$ cat src/rtl/fec_pkg.sv
// Shared FEC-path definitions.
//   RS_N / RS_K / RS_NSYM : RS(544,514) codeword, message and parity symbol counts
//   SYM_W                 : RS symbol width in bits
//   PMA_W                 : PMA interface word width in bits
//   gb_state_t            : gearbox codeword-tracking state
package fec_pkg;

  localparam int RS_N    = 544;
  localparam int RS_K    = 514;
  localparam int RS_NSYM = 30;
  localparam int SYM_W   = 10;
  localparam int PMA_W   = 64;

  typedef enum logic [0:0] {
    IDLE = 1'b0,
    RUN  = 1'b1
  } gb_state_t;

endpackage

$ cat src/rtl/fec_sync_fifo.sv
// Small synchronous FIFO with the head entry presented directly from storage.
//   clk, rst  : clock, synchronous active-high reset (clears storage too)
//   wr_en     : push wr_data; ignored when full unless a pop happens the same cycle
//   wr_data   : entry to push
//   rd_en     : pop the head entry; ignored when empty
//   rd_data   : head entry (valid when !empty)
//   full      : DEPTH entries held
//   empty     : no entries held
module fec_sync_fifo #(
  parameter int WIDTH = 66,
  parameter int DEPTH = 4
) (
  input  logic             clk,
  input  logic             rst,
  input  logic             wr_en,
  input  logic [WIDTH-1:0] wr_data,
  input  logic             rd_en,
  output logic [WIDTH-1:0] rd_data,
  output logic             full,
  output logic             empty
);

  localparam int AW = (DEPTH > 1) ? $clog2(DEPTH) : 1;
  localparam logic [AW:0] FULL_CNT = (AW + 1)'(DEPTH);

  // Pointers wrap naturally, so the depth has to be a power of two.
  if ((DEPTH < 2) || ((DEPTH & (DEPTH - 1)) != 0)) begin : g_bad_depth
    $error("fec_sync_fifo: DEPTH must be a power of two >= 2");
  end

  logic [WIDTH-1:0] mem [DEPTH];
  logic [AW-1:0]    wr_ptr;
  logic [AW-1:0]    rd_ptr;
  logic [AW:0]      count;
  logic             do_wr;
  logic             do_rd;

  assign empty   = (count == '0);
  assign full    = (count == FULL_CNT);
  assign rd_data = mem[rd_ptr];

  // A push into a full FIFO is accepted when the head is popped on the same
  // edge: wr_ptr == rd_ptr then, and the slot being overwritten is the one
  // leaving.
  assign do_rd = rd_en && !empty;
  assign do_wr = wr_en && (!full || do_rd);

  always_ff @(posedge clk) begin
    if (rst) begin
      for (int i = 0; i < DEPTH; i++) mem[i] <= '0;
      wr_ptr <= '0;
      rd_ptr <= '0;
      count  <= '0;
    end else begin
      if (do_wr) begin
        mem[wr_ptr] <= wr_data;
        wr_ptr      <= wr_ptr + 1'b1;
      end
      if (do_rd) rd_ptr <= rd_ptr + 1'b1;
      case ({do_wr, do_rd})
        2'b10:   count <= count + 1'b1;
        2'b01:   count <= count - 1'b1;
        default: count <= count;
      endcase
    end
  end

endmodule

$ cat src/rtl/rs_cw_gearbox.sv
// RS codeword symbol -> PMA word gearbox.
// Packs the RS encoder's 10-bit symbol stream LSB-first into 64-bit words,
// tags the first and last word of each 544-symbol codeword and buffers the
// words in a small FIFO so the PMA side can stall briefly.
//   clk, rst   : clock, synchronous active-high reset
//   valid_in   : symbol valid (no backpressure toward the encoder)
//   data_in    : codeword symbol
//   out_valid  : head word valid
//   out_ready  : head word consumed on out_valid && out_ready
//   out_data   : packed word, bit 0 = bit 0 of the earliest symbol
//   out_sop    : head word is word 0 of a codeword
//   out_eop    : head word is the last word of a codeword
//   overflow   : sticky, a completed word was dropped on a full FIFO
//   busy       : a codeword is partially received
//
// Output handshake: a word transfers on every rising edge where out_valid
// and out_ready are both high; out_valid/out_data/out_sop/out_eop stay
// stable until that transfer, and out_ready may toggle freely.
module rs_cw_gearbox #(
  parameter int N          = fec_pkg::RS_N,
  parameter int SYM_W      = fec_pkg::SYM_W,
  parameter int OUT_W      = fec_pkg::PMA_W,
  parameter int WORDS      = 85,
  parameter int FIFO_DEPTH = 4
) (
  input  logic             clk,
  input  logic             rst,
  input  logic             valid_in,
  input  logic [SYM_W-1:0] data_in,
  output logic             out_valid,
  input  logic             out_ready,
  output logic [OUT_W-1:0] out_data,
  output logic             out_sop,
  output logic             out_eop,
  output logic             overflow,
  output logic             busy
);

  import fec_pkg::*;

  localparam int ACC_W = OUT_W + SYM_W;
  localparam int FW    = $clog2(OUT_W);
  localparam int FS_W  = FW + 1;
  localparam int SC_W  = $clog2(N);
  localparam int WC_W  = $clog2(WORDS);
  localparam int FF_W  = OUT_W + 2;

  // Codeword boundaries only line up with word boundaries if the codeword
  // bit count is an exact multiple of the word width.
  if (N * SYM_W != WORDS * OUT_W) begin : g_bad_words
    $error("rs_cw_gearbox: N*SYM_W must equal WORDS*OUT_W");
  end

  gb_state_t        state;
  logic [ACC_W-1:0] acc;
  logic [FW-1:0]    fill;
  logic [SC_W-1:0]  sym_cnt;
  logic [WC_W-1:0]  word_cnt;

  logic [ACC_W-1:0] acc_base;
  logic [FW-1:0]    fill_base;
  logic [ACC_W-1:0] acc_sum;
  logic [FS_W-1:0]  fill_sum;
  logic [ACC_W-1:0] acc_next;
  logic [FW-1:0]    fill_next;
  logic             word_done;

  logic [FF_W-1:0]  ff_wr_data;
  logic [FF_W-1:0]  ff_head;
  logic             ff_full;
  logic             ff_empty;
  logic             ff_rd;

  // Packing datapath. A new codeword always starts from an empty
  // accumulator; after the last symbol fill is already zero, so forcing it
  // in IDLE only guards against carry-over if the stream was ever cut short.
  always_comb begin
    acc_base  = (state == IDLE) ? '0 : acc;
    fill_base = (state == IDLE) ? '0 : fill;
    acc_sum   = acc_base | (ACC_W'(data_in) << fill_base);
    fill_sum  = {1'b0, fill_base} + FS_W'(SYM_W);
    word_done = valid_in && (fill_sum >= FS_W'(OUT_W));
    acc_next  = acc_sum;
    fill_next = fill_sum[FW-1:0];
    if (word_done) begin
      acc_next  = acc_sum >> OUT_W;
      fill_next = FW'(fill_sum - FS_W'(OUT_W));
    end
  end

  always_ff @(posedge clk) begin
    if (rst) begin
      state    <= IDLE;
      acc      <= '0;
      fill     <= '0;
      sym_cnt  <= '0;
      word_cnt <= '0;
    end else if (valid_in) begin
      acc  <= acc_next;
      fill <= fill_next;
      case (state)
        IDLE: begin
          sym_cnt <= SC_W'(1);
          state   <= RUN;
        end
        RUN: begin
          if (sym_cnt == SC_W'(N - 1)) begin
            sym_cnt <= '0;
            state   <= IDLE;
          end else begin
            sym_cnt <= sym_cnt + 1'b1;
          end
        end
        default: state <= IDLE;
      endcase
      // word_cnt advances even when the FIFO drops the word, so sop/eop
      // tagging stays locked to the codeword after an overflow.
      if (word_done) begin
        word_cnt <= (word_cnt == WC_W'(WORDS - 1)) ? '0 : word_cnt + 1'b1;
      end
    end
  end

  assign ff_wr_data = {(word_cnt == WC_W'(WORDS - 1)), (word_cnt == '0), acc_sum[OUT_W-1:0]};
  assign ff_rd      = out_valid && out_ready;

  fec_sync_fifo #(
    .WIDTH (FF_W),
    .DEPTH (FIFO_DEPTH)
  ) u_fifo (
    .clk     (clk),
    .rst     (rst),
    .wr_en   (word_done),
    .wr_data (ff_wr_data),
    .rd_en   (ff_rd),
    .rd_data (ff_head),
    .full    (ff_full),
    .empty   (ff_empty)
  );

  always_ff @(posedge clk) begin
    if (rst) begin
      overflow <= 1'b0;
    end else if (word_done && ff_full && !ff_rd) begin
      overflow <= 1'b1;
    end
  end

  // Storage keeps stale tags after a pop, so the flags are qualified by
  // a non-empty FIFO.
  assign out_valid = !ff_empty;
  assign out_data  = ff_head[OUT_W-1:0];
  assign out_sop   = ff_head[OUT_W] && !ff_empty;
  assign out_eop   = ff_head[OUT_W+1] && !ff_empty;
  assign busy      = (state == RUN);

endmodule

$ cat config.mk
export PLATFORM = sky130hd
export DESIGN_NAME = rs_cw_gearbox
export DESIGN_NICKNAME = d
export VERILOG_FILES = /design/src/rtl/fec_pkg.sv /design/src/rtl/fec_sync_fifo.sv /design/src/rtl/rs_cw_gearbox.sv
export SDC_FILE = /design/constraint.sdc
export NUM_CORES = 1
export LEC_CHECK = 0
export ABC_AREA = 1
export CAP_MARGIN = 40
export CORE_MARGIN = 2
export CORE_UTILIZATION = 65
export CTS_CLUSTER_DIAMETER = 40
export DETAILED_ROUTE_END_ITERATION = 10
export DONT_BUFFER_PORTS = 1
export PLACE_DENSITY = 0.8
export SYNTH_ARGS = -nofsm -noshare
export SYNTH_HDL_FRONTEND = slang
export SYNTH_SLANG_ARGS = --single-unit
$ cat constraint.sdc
create_clock -name clk -period 10.9 [get_ports clk]
set_input_delay 1.635 -clock clk [delete_from_list [all_inputs] [get_ports clk]]
set_output_delay 1.635 -clock clk [all_outputs]
set_load 0.01 [all_outputs]
---- Yosys cells after proc, flatten, opt, wreduce, memory -nomap -nowiden ----
Memory sizes are Yosys's and may differ from the RTL's. A register that Yosys moved wholly into a read port is not among the register bits.
Cells that the tools add are included.
word-level totals
  flip-flop bits (word level) ............. 106
  RAM bits ................................ 264
  input bits .............................. 14
  output and inout port bits .............. 69
  logic and storage cells ................. 64
  memories ................................ 1
cells by class
  $add $sub $neg .......................... 8
  order comparisons ....................... 1
  equality and inequality tests ........... 5
  shift operators ......................... 1
  muxes and demuxes ....................... 20
  bitwise operators ....................... 2
  reduce and logical (&&, ||, !) cells .... 17
memory list
  memory      words  width  read ports  clocked after Yosys merged registers in  wr ports  line                 text
  u_fifo.mem  4      66     1           1                                        4         fec_sync_fifo.sv:31  logic [WIDTH-1:0] mem [DEPTH];
operators with widths
  kind                     count
  $mux W74                 2
  $or A74 B74 Y74          1
  $shl A10 B6 Y74          1
  $mux W66                 1
  $reduce_or A66 Y1        1
  $pmux W10 S2             1
  $mux W6                  2
  $add A10 B1 Y10 const B  1
  $eq A10 B10 Y1 const B   1
  $mux W10                 1
  $logic_and A1 B1 Y1      8
  $add A6 B4 Y7 const B    1
  $add A7 B1 Y7 const B    1
  $eq A7 B7 Y1 const B     1
  $ge A7 B7 Y1 const B     1
  $logic_not A7 Y1         1
  $mux W1                  7
  $mux W7                  1
  $mux W2                  3
  $pmux W3 S2              1
  $sub A6 B1 Y6 const B    1
  $add A2 B1 Y2 const B    2
  $add A3 B1 Y3 const B    1
  $eq A3 B3 Y1 const B     1
  10 further kinds         12

---- Logic depth before layout (Yosys ltp) ----
  depth in word-level cells ............... 11
  depth in mapped cells ................... 16
  mapped depth without buffers ............ 16

---- Cells and area by module ----
Synthesis repeated with hierarchy kept, for this count alone.
second synthesis, totals
  cells, all modules ...................... 2059
  area, all modules ....................... 18242.5 µm²
by module, submodules not included
  module         times used  cells each  area an instance (µm²)
  fec_sync_fifo  1           1137        12339.3
  rs_cw_gearbox  1           922         5903.2

---- Worst setup path after synthesis ----
Ideal clock, no wire load.
  path type ............................... in2reg
  start point ............................. input rst
  end point ............................... memory u_fifo.mem[3][0] (enable)
  library setup time ...................... 0.571 ns
  arrival time ............................ 6.791 ns
  required time ........................... 10.329 ns
  path slack .............................. 3.538 ns
  stages .................................. 5
  cell sequence ........................... clkbuf_1 -> inv_1 -> nand2_4 -> nor2_8 -> nor3_1
RTL lines
  what                line                 text
  start: declaration  rs_cw_gearbox.sv:27  input logic rst,
  end: declaration    fec_sync_fifo.sv:31

==> reports/metrics.csv <==
stage,metric,value,unit
run_status,outcome,"finished, final reports clean",
worst_setup_path,CP Class,register to register,
worst_setup_path,CP peak stage delay,0.68,ns
worst_setup_path,CP Launch Type,register,
cts,hold_buf cts,0,
route,Final ANT Viol Nets,0,
power_and_ir_drop,"IR drop worst, VDD",0.166,mV
hold_path,HP Class,register to register,
finish,FF/Latch Area,10100,sq um
route,WL/cell,20.0,um
global_routing,global-route wire length before repair,72400,um
worst_setup_path,r2r setup slk,5.62,ns
floorplanning,Die Y-Extent,167,um
worst_setup_path,crit-path cells,buf_4 > nand2_2 > inv_2 > nand2_2 > nand2_1 > inv_2 > nor3_2 > nand2_1 > nor2_4 > nand2_4 > buf_12 > nor2_8 > nand2_4 > nand2_4 > buf_12,
sta,Final Hold Viols,0,
sta,Slew HR,0.397,
global_routing,total congestion overflow,0,
synthesis,Yosys reg bits,372,
worst_setup_path,arrival time at the worst endpoint,5.49,ns
route,via/cell ratio,6.24,
floorplanning,total core area,26100,sq um
synthesis,synth unique cells,40,
cts,Worst-path clk slew,0.06,ns
sta,fin. max-slew vios,0,
synthesis,Main synth FF type,edfxtp_1,
finish,nets,1937,
placed_design,Port-buffer cells,0,
cts,clock root buffer,clkbuf_16,
synthesis,async set-or-reset flop fraction in the synthesized netlist,0,
worst_setup_path,cell mode on critical path,nand2_4,
finish,Synth-to-Final Area Change,9.44,%
global_routing,All-Layer GR Usage,0.325,
floorplanning,chip width,167,um
floorplanning,initial cell density of the core,0.663,
synthesis,Yosys warning count,0,
synthesis,sequential area share after synthesis,0.584,
route,DRT iter0 DRCs,2039,
route,vias,14300,
sta,fin crit share,0.484,
global_routing,vias in the first global route,13400,
synthesis,top cell type's share of synthesized area,0.459,
sta,FMAX,0.189,GHz
synthesis,total nets after synthesis,2004,
finish,layout cells sized above 1,0.0579,
finish,fill count,1896,
worst_setup_path,worst endpoint required time,11.11,ns
route,Remaining DRCs,0,
hold_path,Hold EP,acc[46],
synthesis,commonest cells in the netlist,"nand2_1 (400), nor2_1 (351), edfxtp_1 (264)",
cts,CTS tree,done,
synthesis,Mapped Cells,1985,
worst_setup_path,worst-path fanout max,78,
finish,Antenna Cells,0,
sta,pin slew with the least headroom to its limit,0.904,ns
floorplanning,# rows,59,
sta,crit path time final,5.28,ns
hold_path,Worst Hold Depth,2,
sta,final setup violation count,0,
worst_setup_path,CP max-delay cell,buf_4,
cts,worst skew pair latency,0.53,ns
floorplanning,die area,27900,sq um
finish,multi-input logic area,6210,sq um
cts,clock buffer depth,3,
placed_design,Post-DP HPWL,28100,um
synthesis,Mapped Area,17300,sq um
cts,postcts setup bufs,0,
worst_setup_path,Worst R2R End,u_fifo.mem[0][35],
hold_path,hold_sp,acc[46],
route,First-pass DRT Iterations,8,
worst_setup_path,CP Capture Type,register,
synthesis,Post-synth EDFFs,264,
global_routing,maximum number of pins on one net before global-route repair,84,
cts,number of H-tree levels,2,
cts,Clock Sinks,372,
sta,sum of negative setup slack,0,ns
sta,RSZ-0062 raised after global routing,no,
synthesis,syn_area_per_cell,8.70,sq um
worst_setup_path,Register-to-Register Path Depth,15,
cts,CTS Buf Count,43,
sta,Clock Skews,0.0122,ns
finish,final design utilization,0.726,
placed_design,RePlAce Congestion,0.922,
synthesis,top cell type by total area after synthesis,edfxtp_1,
power_and_ir_drop,Tot Pwr,3.21,mW
power_and_ir_drop,leakage,6.95,nW
power_and_ir_drop,PwrDens,170,nW/um^2
synthesis,cell with the most instances after synthesis,nand2_1,
run,maximum capacitance violations,0,
synthesis,Area contributors post-synth,"edfxtp_1 (46%), dfxtp_1 (13%), nand2_1 (8.7%)",
cts,CTS-repair resized insts,0,
global_routing,initial antenna violation count,0,
floorplanning,num ports,83,
route,drt total wl,45700,um
worst_setup_path,worst reg2reg startpoint,busy,
metrics by stage:
| stage | cells | hold slack [ns] | instance area (sq um) | setup WS [ns] |
|---|---|---|---|---|
| 2_1_floorplan | 1985 | 0.433 | 17300 | 3.54 |
| 3_3_place_gp | 2201 | 0.441 | 17300 | 5.24 |
| 3_5_place_dp | 2208 | 0.450 | 17400 | 5.37 |
| 4_1_cts | 2285 | 0.458 | 18900 | 5.65 |
| 5_1_grt | 2285 | 0.470 | 18900 | 5.32 |
| 6_report | 2285 | 0.462 | 18900 | 5.62 |
layer usage:
layer  vias to the layer above  wire [um]  global-route usage
li1                       6632          -                   -
met1                      6797      18700               0.458
met2                       756      21700               0.522
met3                        77       4330              0.0606
met4                         0        917              0.0933
met5                         -          0                   0
kinds of logic (layout without fill, tap and decap cells):
family,count (synthesis),in the layout,synth area share
xor gates and xnor gates,4,4,0.00203
and+or+nand+nor,932,932,0.224
buffers and inverters,252,217,0.0579
adders and majority gates,5,5,0.00406
AOI/OAI and AO/OA,420,420,0.128
DFF,372,372,0.584
flip-flops by register name, indices dropped and copies added, names as in the netlist, named ones only:
signal,cells
sym_cnt,10
fill,6
word_cnt,7
u_fifo.rd_ptr,2
u_fifo.wr_ptr,2
u_fifo.count,3
u_fifo.mem,264
acc,74
busy,1
overflow,1
report_power, final:
part | total (mW) | switching, mW | internal [mW] | leakage (nW)
Sequential | 1.57 | 0.0140 | 1.55 | 3.53
Combinational | 0.125 | 0.0992 | 0.0259 | 2.68
Clock | 1.52 | 0.570 | 0.946 | 0.743
cells in the final DEF (no fill, tap or decap), types with 3 or more instances in the layout:
| cell | count |
|---|---|
| bufinv_16 | 8 |
| o21ai_0 | 160 |
| inv_6 | 6 |
| nor2_1 | 351 |
| nand2_4 | 5 |
| nand2_1 | 397 |
| inv_2 | 4 |
| nand4_1 | 43 |
| inv_1 | 111 |
| nand2_2 | 4 |
| nor3_1 | 13 |
| a22oi_1 | 4 |
| dfxtp_1 | 105 |
| clkinv_2 | 8 |
| clkinv_1 | 7 |
| o21ai_1 | 5 |
| and3_1 | 3 |
| xor2_1 | 4 |
| a21oi_1 | 175 |
| nand3_1 | 94 |
| clkbuf_8 | 4 |
| nor3b_1 | 3 |
| and2_1 | 10 |
| buf_12 | 5 |
| buf_4 | 14 |
| clkbuf_1 | 5 |
| clkbuf_16 | 43 |
| edfxtp_1 | 264 |
| ha_1 | 4 |
| o22ai_1 | 66 |
worst max path at each step:
stage,from,endpoint,slack [ns],cells past startpoint
final,busy,u_fifo.mem[0][35],5.62,15
after detailed placement,valid_in,u_fifo.mem[2][33],5.37,11
after global routing,busy,u_fifo.mem[0][35],5.32,15
after CTS,busy,u_fifo.mem[2][24],5.65,15
after floorplan,rst,u_fifo.mem[3][0],3.54,5
after global placement,valid_in,u_fifo.mem[2][30],5.24,9
layout make-up:
| type | count | area share |
|---|---|---|
| tap | 335 | 0.0222 |
| clock buffer | 52 | 0.0608 |
| multi-input combinational | 1361 | 0.328 |
| sequential | 372 | 0.534 |
| inverter | 120 | 0.0239 |
| timing repair buffer | 20 | 0.0123 |
| clock inverter | 25 | 0.0185 |
critical path, delay by kind of cell, from the launching register on:
kind                   cells  cell delay (ns)
and+or+nand+nor           10             2.86
buffers and inverters      5             1.69
DFF                        1             0.32
Power figures use the tool's default switching activity.
